File: config.mk
export PLATFORM = sky130hd
export DESIGN_NAME = hpdl1414_uart_chain
export DESIGN_NICKNAME = d
export VERILOG_FILES = /design/src/rtl/hpdl_pkg.sv /design/src/rtl/hpdl_uart_rx.sv /design/src/rtl/hpdl1414_uart_chain.sv
export SDC_FILE = /design/constraint.sdc
export NUM_CORES = 1
export LEC_CHECK = 0
export ABC_CLOCK_PERIOD_IN_PS = 7700
export BUFFER_PORTS_ARGS = -buffer_cell sky130_fd_sc_hd__clkbuf_2
export CORE_MARGIN = 4
export CORE_UTILIZATION = 59
export CTS_BUF_LIST = sky130_fd_sc_hd__clkbuf_8
export DETAILED_ROUTE_END_ITERATION = 10
export GPL_TIMING_DRIVEN = 0
export PLACE_DENSITY = 0.77
export SYNTH_ARGS = -nofsm -noshare
export SYNTH_HDL_FRONTEND = slang
export SYNTH_SLANG_ARGS = --single-unit
File: constraint.sdc
create_clock -name CLK_i -period 7.7 [get_ports CLK_i]
set_input_delay 2.31 -clock CLK_i [delete_from_list [all_inputs] [get_ports CLK_i]]
set_output_delay 2.31 -clock CLK_i [all_outputs]
set_load 0.05 [all_outputs]
File: src/rtl/hpdl_pkg.sv
// Shared constants, write-engine states and character helpers for the HPDL1414 chain driver.
package hpdl_pkg;
  localparam logic [7:0] CH_SPACE  = 8'h20;
  localparam logic [7:0] CH_CR     = 8'h0D;
  localparam logic [7:0] CH_FF     = 8'h0C;
  localparam logic [7:0] CH_BS     = 8'h08;
  localparam logic [7:0] PRINT_MIN = 8'h20;
  localparam logic [7:0] PRINT_MAX = 8'h5F;

  typedef enum logic [1:0] {ST_IDLE, ST_SETUP, ST_PULSE, ST_HOLD} wr_state_t;

  function automatic logic [7:0] fold_char(input logic [7:0] c);
    return (c >= 8'h61 && c <= 8'h7A) ? c - 8'h20 : c;
  endfunction

  // Digit 3 is the leftmost on the chip, so position order runs A = 3..0.
  function automatic logic [1:0] pos_to_addr(input logic [1:0] p_lo);
    return 2'd3 - p_lo;
  endfunction
endpackage

File: src/rtl/hpdl_uart_rx.sv
// 2-FF synchroniser plus 8N1 receiver; start bit re-checked at half-bit to reject glitches.
module hpdl_uart_rx #(
  parameter int CLKS_PER_BIT = 104
) (
  input  logic       clk,
  input  logic       rst,
  input  logic       rx,
  output logic [7:0] rx_data,
  output logic       rx_valid,
  output logic       rx_err
);
  localparam int CW = $clog2(CLKS_PER_BIT);
  localparam logic [CW-1:0] HALF_LAST = CW'(CLKS_PER_BIT/2 - 1);
  localparam logic [CW-1:0] FULL_LAST = CW'(CLKS_PER_BIT - 1);

  typedef enum logic [1:0] {RX_IDLE, RX_START, RX_DATA, RX_STOP} rx_state_t;
  rx_state_t st, st_n;

  logic meta, sync, last;
  logic [CW-1:0] cnt, cnt_n;
  logic [2:0] bit_idx, bit_n;
  logic [7:0] shreg, shreg_n;
  logic valid_n, err_n;

  always_comb begin
    st_n    = st;
    cnt_n   = cnt + CW'(1);
    bit_n   = bit_idx;
    shreg_n = shreg;
    valid_n = 1'b0;
    err_n   = 1'b0;
    unique case (st)
      RX_IDLE: begin
        cnt_n = '0;
        bit_n = '0;
        if (last && !sync) st_n = RX_START;
      end
      RX_START: if (cnt == HALF_LAST) begin
        cnt_n = '0;
        st_n  = sync ? RX_IDLE : RX_DATA;
      end
      RX_DATA: if (cnt == FULL_LAST) begin
        cnt_n   = '0;
        shreg_n = {sync, shreg[7:1]};
        bit_n   = bit_idx + 3'd1;
        if (bit_idx == 3'd7) st_n = RX_STOP;
      end
      RX_STOP: if (cnt == FULL_LAST) begin
        st_n    = RX_IDLE;
        valid_n = sync;
        err_n   = !sync;
      end
      default: st_n = RX_IDLE;
    endcase
  end

  always_ff @(posedge clk or posedge rst) begin
    if (rst) begin
      meta     <= 1'b1;
      sync     <= 1'b1;
      last     <= 1'b1;
      st       <= RX_IDLE;
      cnt      <= '0;
      bit_idx  <= '0;
      shreg    <= '0;
      rx_data  <= '0;
      rx_valid <= 1'b0;
      rx_err   <= 1'b0;
    end else begin
      meta     <= rx;
      sync     <= meta;
      last     <= sync;
      st       <= st_n;
      cnt      <= cnt_n;
      bit_idx  <= bit_n;
      shreg    <= shreg_n;
      rx_valid <= valid_n;
      rx_err   <= err_n;
      if (valid_n) rx_data <= shreg;
    end
  end
endmodule

File: src/rtl/hpdl1414_uart_chain.sv
// UART-fed shadow buffer driving a chain of HPDL1414 displays with dirty-tracked refresh.
module hpdl1414_uart_chain
  import hpdl_pkg::*;
#(
  parameter int CLK_HZ       = 12000000,
  parameter int BAUD         = 115200,
  parameter int NUM_DISP     = 4,
  parameter int WR_SETUP_CYC = 2,
  parameter int WR_PULSE_CYC = 3,
  parameter int WR_HOLD_CYC  = 2,
  parameter int SCROLL_MODE  = 1
) (
  input  logic                CLK_i,
  input  logic                RST_i,
  input  logic                UART_RX_i,
  output logic [6:0]          HPDL_D_o,
  output logic [1:0]          HPDL_A_o,
  output logic [NUM_DISP-1:0] HPDL_WR_n_o,
  output logic                BUSY_o,
  output logic                RX_ERR_o
);
  localparam int CLKS_PER_BIT = (CLK_HZ + BAUD/2) / BAUD;
  localparam int POS = 4*NUM_DISP;
  localparam int IW  = $clog2(POS);
  localparam int CW  = $clog2(POS+1);
  localparam logic [CW-1:0] POS_C  = CW'(POS);
  localparam logic [CW-1:0] LAST_C = CW'(POS-1);
  localparam logic [7:0] S_LAST = 8'(WR_SETUP_CYC-1);
  localparam logic [7:0] P_LAST = 8'(WR_PULSE_CYC-1);
  localparam logic [7:0] H_LAST = 8'(WR_HOLD_CYC-1);

  logic [7:0] rx_data, ch;
  logic       rx_valid;

  hpdl_uart_rx #(.CLKS_PER_BIT(CLKS_PER_BIT)) u_rx (
    .clk(CLK_i), .rst(RST_i), .rx(UART_RX_i),
    .rx_data(rx_data), .rx_valid(rx_valid), .rx_err(RX_ERR_o)
  );

  logic [POS-1:0][6:0] shadow, shadow_n;
  logic [POS-1:0]      dirty, dirty_set, dirty_clr;
  logic [CW-1:0]       cursor, cursor_n;

  always_comb begin
    shadow_n  = shadow;
    cursor_n  = cursor;
    dirty_set = '0;
    ch        = fold_char(rx_data);
    if (rx_valid) begin
      if (ch >= PRINT_MIN && ch <= PRINT_MAX) begin
        if (SCROLL_MODE != 0 && cursor == POS_C) begin
          for (int i = 0; i < POS-1; i++) shadow_n[i] = shadow[i+1];
          shadow_n[POS-1] = ch[6:0];
          dirty_set       = '1;
        end else begin
          shadow_n[cursor[IW-1:0]]  = ch[6:0];
          dirty_set[cursor[IW-1:0]] = 1'b1;
          cursor_n = (SCROLL_MODE == 0 && cursor == LAST_C) ? '0 : cursor + CW'(1);
        end
      end else if (ch == CH_CR) begin
        cursor_n = '0;
      end else if (ch == CH_FF) begin
        shadow_n  = {POS{CH_SPACE[6:0]}};
        dirty_set = '1;
        cursor_n  = '0;
      end else if (ch == CH_BS && cursor != '0) begin
        cursor_n = cursor - CW'(1);
        shadow_n[cursor_n[IW-1:0]]  = CH_SPACE[6:0];
        dirty_set[cursor_n[IW-1:0]] = 1'b1;
      end
    end
  end

  wr_state_t     st, st_n;
  logic [7:0]    ph_cnt, ph_cnt_n;
  logic [IW-1:0] sel, wr_pos;
  logic          latch;

  always_comb begin
    sel = '0;
    for (int i = POS-1; i >= 0; i--) if (dirty[i]) sel = IW'(i);
  end

  always_comb begin
    st_n      = st;
    ph_cnt_n  = ph_cnt + 8'd1;
    dirty_clr = '0;
    latch     = 1'b0;
    unique case (st)
      ST_IDLE: begin
        ph_cnt_n = '0;
        if (|dirty) begin
          latch          = 1'b1;
          dirty_clr[sel] = 1'b1;
          st_n           = ST_SETUP;
        end
      end
      ST_SETUP: if (ph_cnt == S_LAST) begin st_n = ST_PULSE; ph_cnt_n = '0; end
      ST_PULSE: if (ph_cnt == P_LAST) begin st_n = ST_HOLD;  ph_cnt_n = '0; end
      ST_HOLD:  if (ph_cnt == H_LAST) st_n = ST_IDLE;
      default:  st_n = ST_IDLE;
    endcase
  end

  // A decode update that lands on the entry being latched keeps it dirty: set wins over clear.
  always_ff @(posedge CLK_i or posedge RST_i) begin
    if (RST_i) begin
      st       <= ST_IDLE;
      ph_cnt   <= '0;
      shadow   <= {POS{CH_SPACE[6:0]}};
      dirty    <= '1;
      cursor   <= '0;
      HPDL_D_o <= '0;
      HPDL_A_o <= '0;
      wr_pos   <= '0;
    end else begin
      st     <= st_n;
      ph_cnt <= ph_cnt_n;
      shadow <= shadow_n;
      dirty  <= (dirty & ~dirty_clr) | dirty_set;
      cursor <= cursor_n;
      if (latch) begin
        HPDL_D_o <= shadow[sel];
        HPDL_A_o <= pos_to_addr(sel[1:0]);
        wr_pos   <= sel;
      end
    end
  end

  always_comb begin
    HPDL_WR_n_o = '1;
    if (st == ST_PULSE) HPDL_WR_n_o = ~(NUM_DISP'(1) << (wr_pos >> 2));
  end

  assign BUSY_o = (|dirty) || (st != ST_IDLE);
endmodule

# Word level (Yosys, flattened, before mapping)
# Cells that the tools add are included.
# classes
reduce_logical,23
n_eq_ne,26
n_bitwise,7
muxes,75
shifts,1
n_addsub,7
order_cmp,10
# ops
op,n
$mux W112,5
$mux W16,8
$bwmux W112,1
$and A96 B96 Y96,1
$not A96 Y96,1
$mux W4,17
$demux W7 S4,2
$mux W7,5
$or A16 B16 Y16,2
$bmux W7 S4,1
$mux W5,5
$eq A8 B4 Y1 const B,3
$mux W8,3
$pmux W8 S3,1
$pmux W7 S3,1
$mux W2,10
$and A16 B16 Y16,1
$le A8 B7 Y1 const B,2
$not A16 Y16,1
$pmux W2 S4,2
$reduce_or A16 Y1,1
$lt A4 B5 Y1 const B,3
$demux W1 S4,3
$ge A4 B1 Y1 const B,3
36 further kinds,67
# totals
output_inout_bits,15
reg_bits,189
input_bits,3
wordCells,182

# Depth between registers and ports, before layout
# logic_depth
depth_word,25
mapped_depth,12
mapped_depth_nobuf,9

# Cells and area by module
# From an unflattened synthesis, not the netlist that was laid out.
# unflattened
hier_cells,1046
area_unflattened_um2,10597.7
# modules_own_cells
mod,instances,seq_area_each_um2,area_each_um2,cells_each
hpdl1414_uart_chain,1,3893.7,9137.5,934
hpdl_uart_rx,1,829.5,1460.2,112

# Worst setup path after synthesis
# Ideal clock, no wire load.
# synth_timing
kind,reg2out
from,register dirty[14]
to,output BUSY_o
path_slack_ps,3994
path_buffers,0
stages_incl_launch_ff,5
arrival_time_ps,1396
required_time_ps,5390
path_cell_list,dfstp_2 nor4_1 nand2_1 nor2_1 inv_1
# synth_between
elab_chain_len,2
# synth_rtl
element,line_no,source
start: declaration,hpdl1414_uart_chain.sv:41,"logic [POS-1:0] dirty, dirty_set, dirty_clr;"
start signal: assignment,hpdl1414_uart_chain.sv:120,dirty <= (dirty & ~dirty_clr) | dirty_set;
$reduce_or A16 Y1,hpdl1414_uart_chain.sv:135,assign BUSY_o = (|dirty) || (st != ST_IDLE);
$logic_or A1 B1 Y1,hpdl1414_uart_chain.sv:135,
end: declaration,hpdl1414_uart_chain.sv:19,"output logic BUSY_o,"
# No other way between the ends.

# Final worst setup path
# layout_timing
from,register st[0]
to,output BUSY_o
# layout_between
elab_chain_len,2
# layout_rtl
element,line_no,source
start: declaration,hpdl1414_uart_chain.sv:74,"wr_state_t st, st_n;"
start signal: assignment,hpdl1414_uart_chain.sv:117,st <= st_n;
$reduce_bool A2 Y1,hpdl1414_uart_chain.sv:135,
$logic_or A1 B1 Y1,hpdl1414_uart_chain.sv:135,
# No other way between the ends.

==> impl_metrics.json <==
{
  "run_status": "complete, no violations",
  "gp_congestion": 0.9735,
  "portBuffers": 17,
  "vias_per_cell": 6.672,
  "place_area_um2": 10860,
  "drive_above_1_share_pct": 11.22,
  "drc": 0,
  "final_hold_viol_count": 0,
  "top_usage_layer": "met2",
  "netlist_instances": 1162,
  "cpPeakStageDelay_ns": 0.44,
  "critPathCaptureType": "primary output",
  "slew_violations": 0,
  "seq_area_frac_synth_pct": 45.16,
  "cts_made_buffers": 17,
  "htree_num_levels": 4,
  "die_y_um": 141.2,
  "cts.sinks": 187,
  "ctsResizeCount": 0,
  "final_common_cell": "nand2_1",
  "io_pins": 18,
  "drtIter0Drc": 1068,
  "tightest_slew_ns": 1.298,
  "met1_usage_pct": 44.24,
  "fin_crit_ns": 4.612,
  "worstSetupStartpointType": "flip-flop",
  "final_area_um2": 11230,
  "detail_route.wl_per_cell_um": 21.94,
  "finalClockSkew_ns": 0.01835,
  "ys_ff_latch": 187,
  "drt_wl_total_mm": 31.53,
  "layout.nets": 1219,
  "yosysUniqueCellTypes": 65,
  "synth-edff-count": 0,
  "gr-total-overflow": 0,
  "min_path_type": "flip-flop to flip-flop",
  "holdBufCountCts": 0,
  "syn_area_um2": 10460,
  "tns_ns": 0,
  "dpl.hpwl_mm": 22.19,
  "crit_slowest_cell": "dfrtp_1",
  "fill_cells": 1462,
  "grtUsageMet3_pct": 6.750,
  "worst_path_most_repeated_cell": "inv_1",
  "cts_tree": "done",
  "synthFlopType": "dfrtp_1",
  "vdd_drop_max_mv": 0.1196,
  "critical_path.max_fanout": 10,
  "max_freq_ghz": 0.2168,
  "grt_pass1_vias": 9318,
  "met2_usage_pct": 50.01,
  "ant_nets": 0,
  "path_clk_slew_ns": 0.10,
  "syn_to_final_growth_pct": 7.356,
  "rsz0062_at_grt": "false",
  "required_ns": 5.39,
  "grt_pass1_wl_mm": 50.43,
  "initial_utilization_pct": 60.27,
  "cap_violations": 0,
  "antenna_found_initial": 1,
  "leakage_nw": 4.865,
  "clk_latency_ns": 0.49,
  "n_antenna_cell": 0,
  "clockRootBuffer": "clkbuf_8",
  "finalCritPeriodShare_pct": 59.90,
  "syn_nets": 1182,
  "worst-endpoint-arrival_ns": 2.30,
  "die_area_um2": 19920,
  "core-area_um2": 17360,
  "post_cts_buffers": 0,
  "relSlewSlack_pct": 13.09,
  "rows": 48,
  "grt_max_degree": 134,
  "finalSetupViolCount": 0,
  "die_x_um": 141.2,
  "layout_common_cells": "nand2_1, dfrtp_1, o21ai_1, a22oi_1, a21oi_1",
  "power_density_nw_per_um2": 152.3,
  "clockBufferDepth": 2,
  "track_usage_pct": 32.02,
  "path_class": "flip-flop to primary output",
  "firstDrtPassIters": 6,
  "yosys_warnings": 0,
  "vias": 9587,
  "postSynthAreaPerCell_um2": 9.002,
  "crit_chain": "inv_1, ha_1, clkbuf_1, nand2_1, nor2_1, inv_1, clkbuf_2",
  "synthArstFlopShare_pct": 100.0
}
[path summary, 6_finish.rpt]
path	start	depth (start not counted)	to	slack (ns)
worst max register to register	dirty[2]	10	HPDL_D_o[2]	4.18
min in group asynchronous	RST_i	2	ph_cnt[2]	1.83
worst max-delay path	st[0]	7	BUSY_o	3.09
worst min-delay path	u_rx.meta	0	u_rx.sync	0.36
worst min register to register	u_rx.meta	0	u_rx.sync	0.36
max in group asynchronous	RST_i	3	HPDL_A_o[0]	4.85
[registers in the layout, indices dropped and copies added, names as in the netlist, 3 cells and up, named ones only]
register,flops
u_rx.rx_data,8
u_rx.cnt,7
HPDL_D_o,7
ph_cnt,8
shadow,112
u_rx.shreg,8
u_rx.bit_idx,3
dirty,16
cursor,5
[Yosys cell counts (3+ instances only)]
master / number / area, um2
dfrtp_1: 152 / 3804
a211oi_1: 28 / 210.2
or2_2: 3 / 18.77
o21ai_0: 36 / 180.2
buf_2: 18 / 90.09
o32ai_1: 3 / 26.28
a22o_1: 11 / 96.34
o32a_1: 3 / 30.03
xnor2_1: 7 / 61.31
nor4_1: 5 / 31.28
nand2b_1: 8 / 50.05
o21a_1: 3 / 22.52
a22oi_1: 73 / 548.0
a21o_1: 3 / 22.52
o22ai_1: 22 / 137.6
mux2i_1: 52 / 520.5
o221ai_1: 3 / 26.28
a221oi_1: 3 / 26.28
xor2_1: 7 / 61.31
o21ai_1: 92 / 460.4
nor2_1: 66 / 247.7
a31oi_1: 5 / 31.28
nor2b_1: 9 / 56.30
a221o_1: 28 / 280.3
inv_1: 22 / 82.58
nand2_1: 190 / 713.2
ha_1: 17 / 212.7
dfstp_2: 35 / 919.6
and3_1: 19 / 118.9
nor3_1: 17 / 85.08
clkbuf_1: 65 / 244.0
and2_1: 13 / 81.33
nand3_1: 18 / 90.09
mux2_2: 17 / 191.4
a21oi_1: 70 / 350.3
and2_0: 3 / 18.77
[metrics by stage]
| stage | utilization (%) | power [mW] | setup slack [ns] | instances | hold slack, ns |
|---|---|---|---|---|---|
| floorplan | - | 1.071 | 0.3625 | 1162 | 0.3452 |
| detailed placement | 62.58 | 1.089 | 3.610 | 1405 | 0.3468 |
| CTS | 64.70 | 1.711 | 3.081 | 1437 | 0.3617 |
| global route | 64.70 | 1.770 | 2.952 | 1437 | 0.3648 |
| finish | 64.70 | 1.710 | 3.088 | 1437 | 0.3615 |
| global placement | 62.38 | 1.083 | -1.742 | 1404 | 0.3458 |
[logic make-up (layout without fill, tap and decap cells)]
kind of cell,after synthesis,after routing,synth area share (%)
buf+inv,110,160,4.270
xor+xnor,14,14,1.172
simple gates,368,368,15.89
flops,187,187,45.16
mux,70,70,6.914
compound gates,396,396,24.57
fa+ha+maj,17,17,2.033
[layer usage]
layer	vias to the layer above	wire length (um)
li1	4299	-
met1	4692	13350
met2	518	14430
met3	78	2676
met4	0	1075
met5	-	0
[cell type report]
| type | count | area, um2 | area share [%] |
|---|---|---|---|
| clock inverters | 15 | 133.9 | 1.192 |
| flip-flops and latches | 187 | 4723 | 42.06 |
| inverters | 23 | 93.84 | 0.8357 |
| plain buffers | 87 | 360.3 | 3.209 |
| multi-input cells | 865 | 5290 | 47.11 |
| clock buffers | 17 | 234.0 | 2.084 |
| repair buffers | 18 | 112.6 | 1.003 |
| well taps | 225 | 281.5 | 2.507 |
[report_power, final]
group	switching (mW)	internal, mW	total, mW
Clock	0.406	0.235	0.642
Sequential	0.0142	0.997	1.01
Combinational	0.0389	0.0188	0.0577
Total	0.459	1.25	1.71
[critical path: cells and delay by family (launching register included)]
family	cells	cell delay, ns
adders and majority gates	1	0.17
buffers and inverters	4	0.75
DFF	1	0.44
and+or+nand+nor	2	0.46
Note: power is estimated with default switching activity, not from simulation.
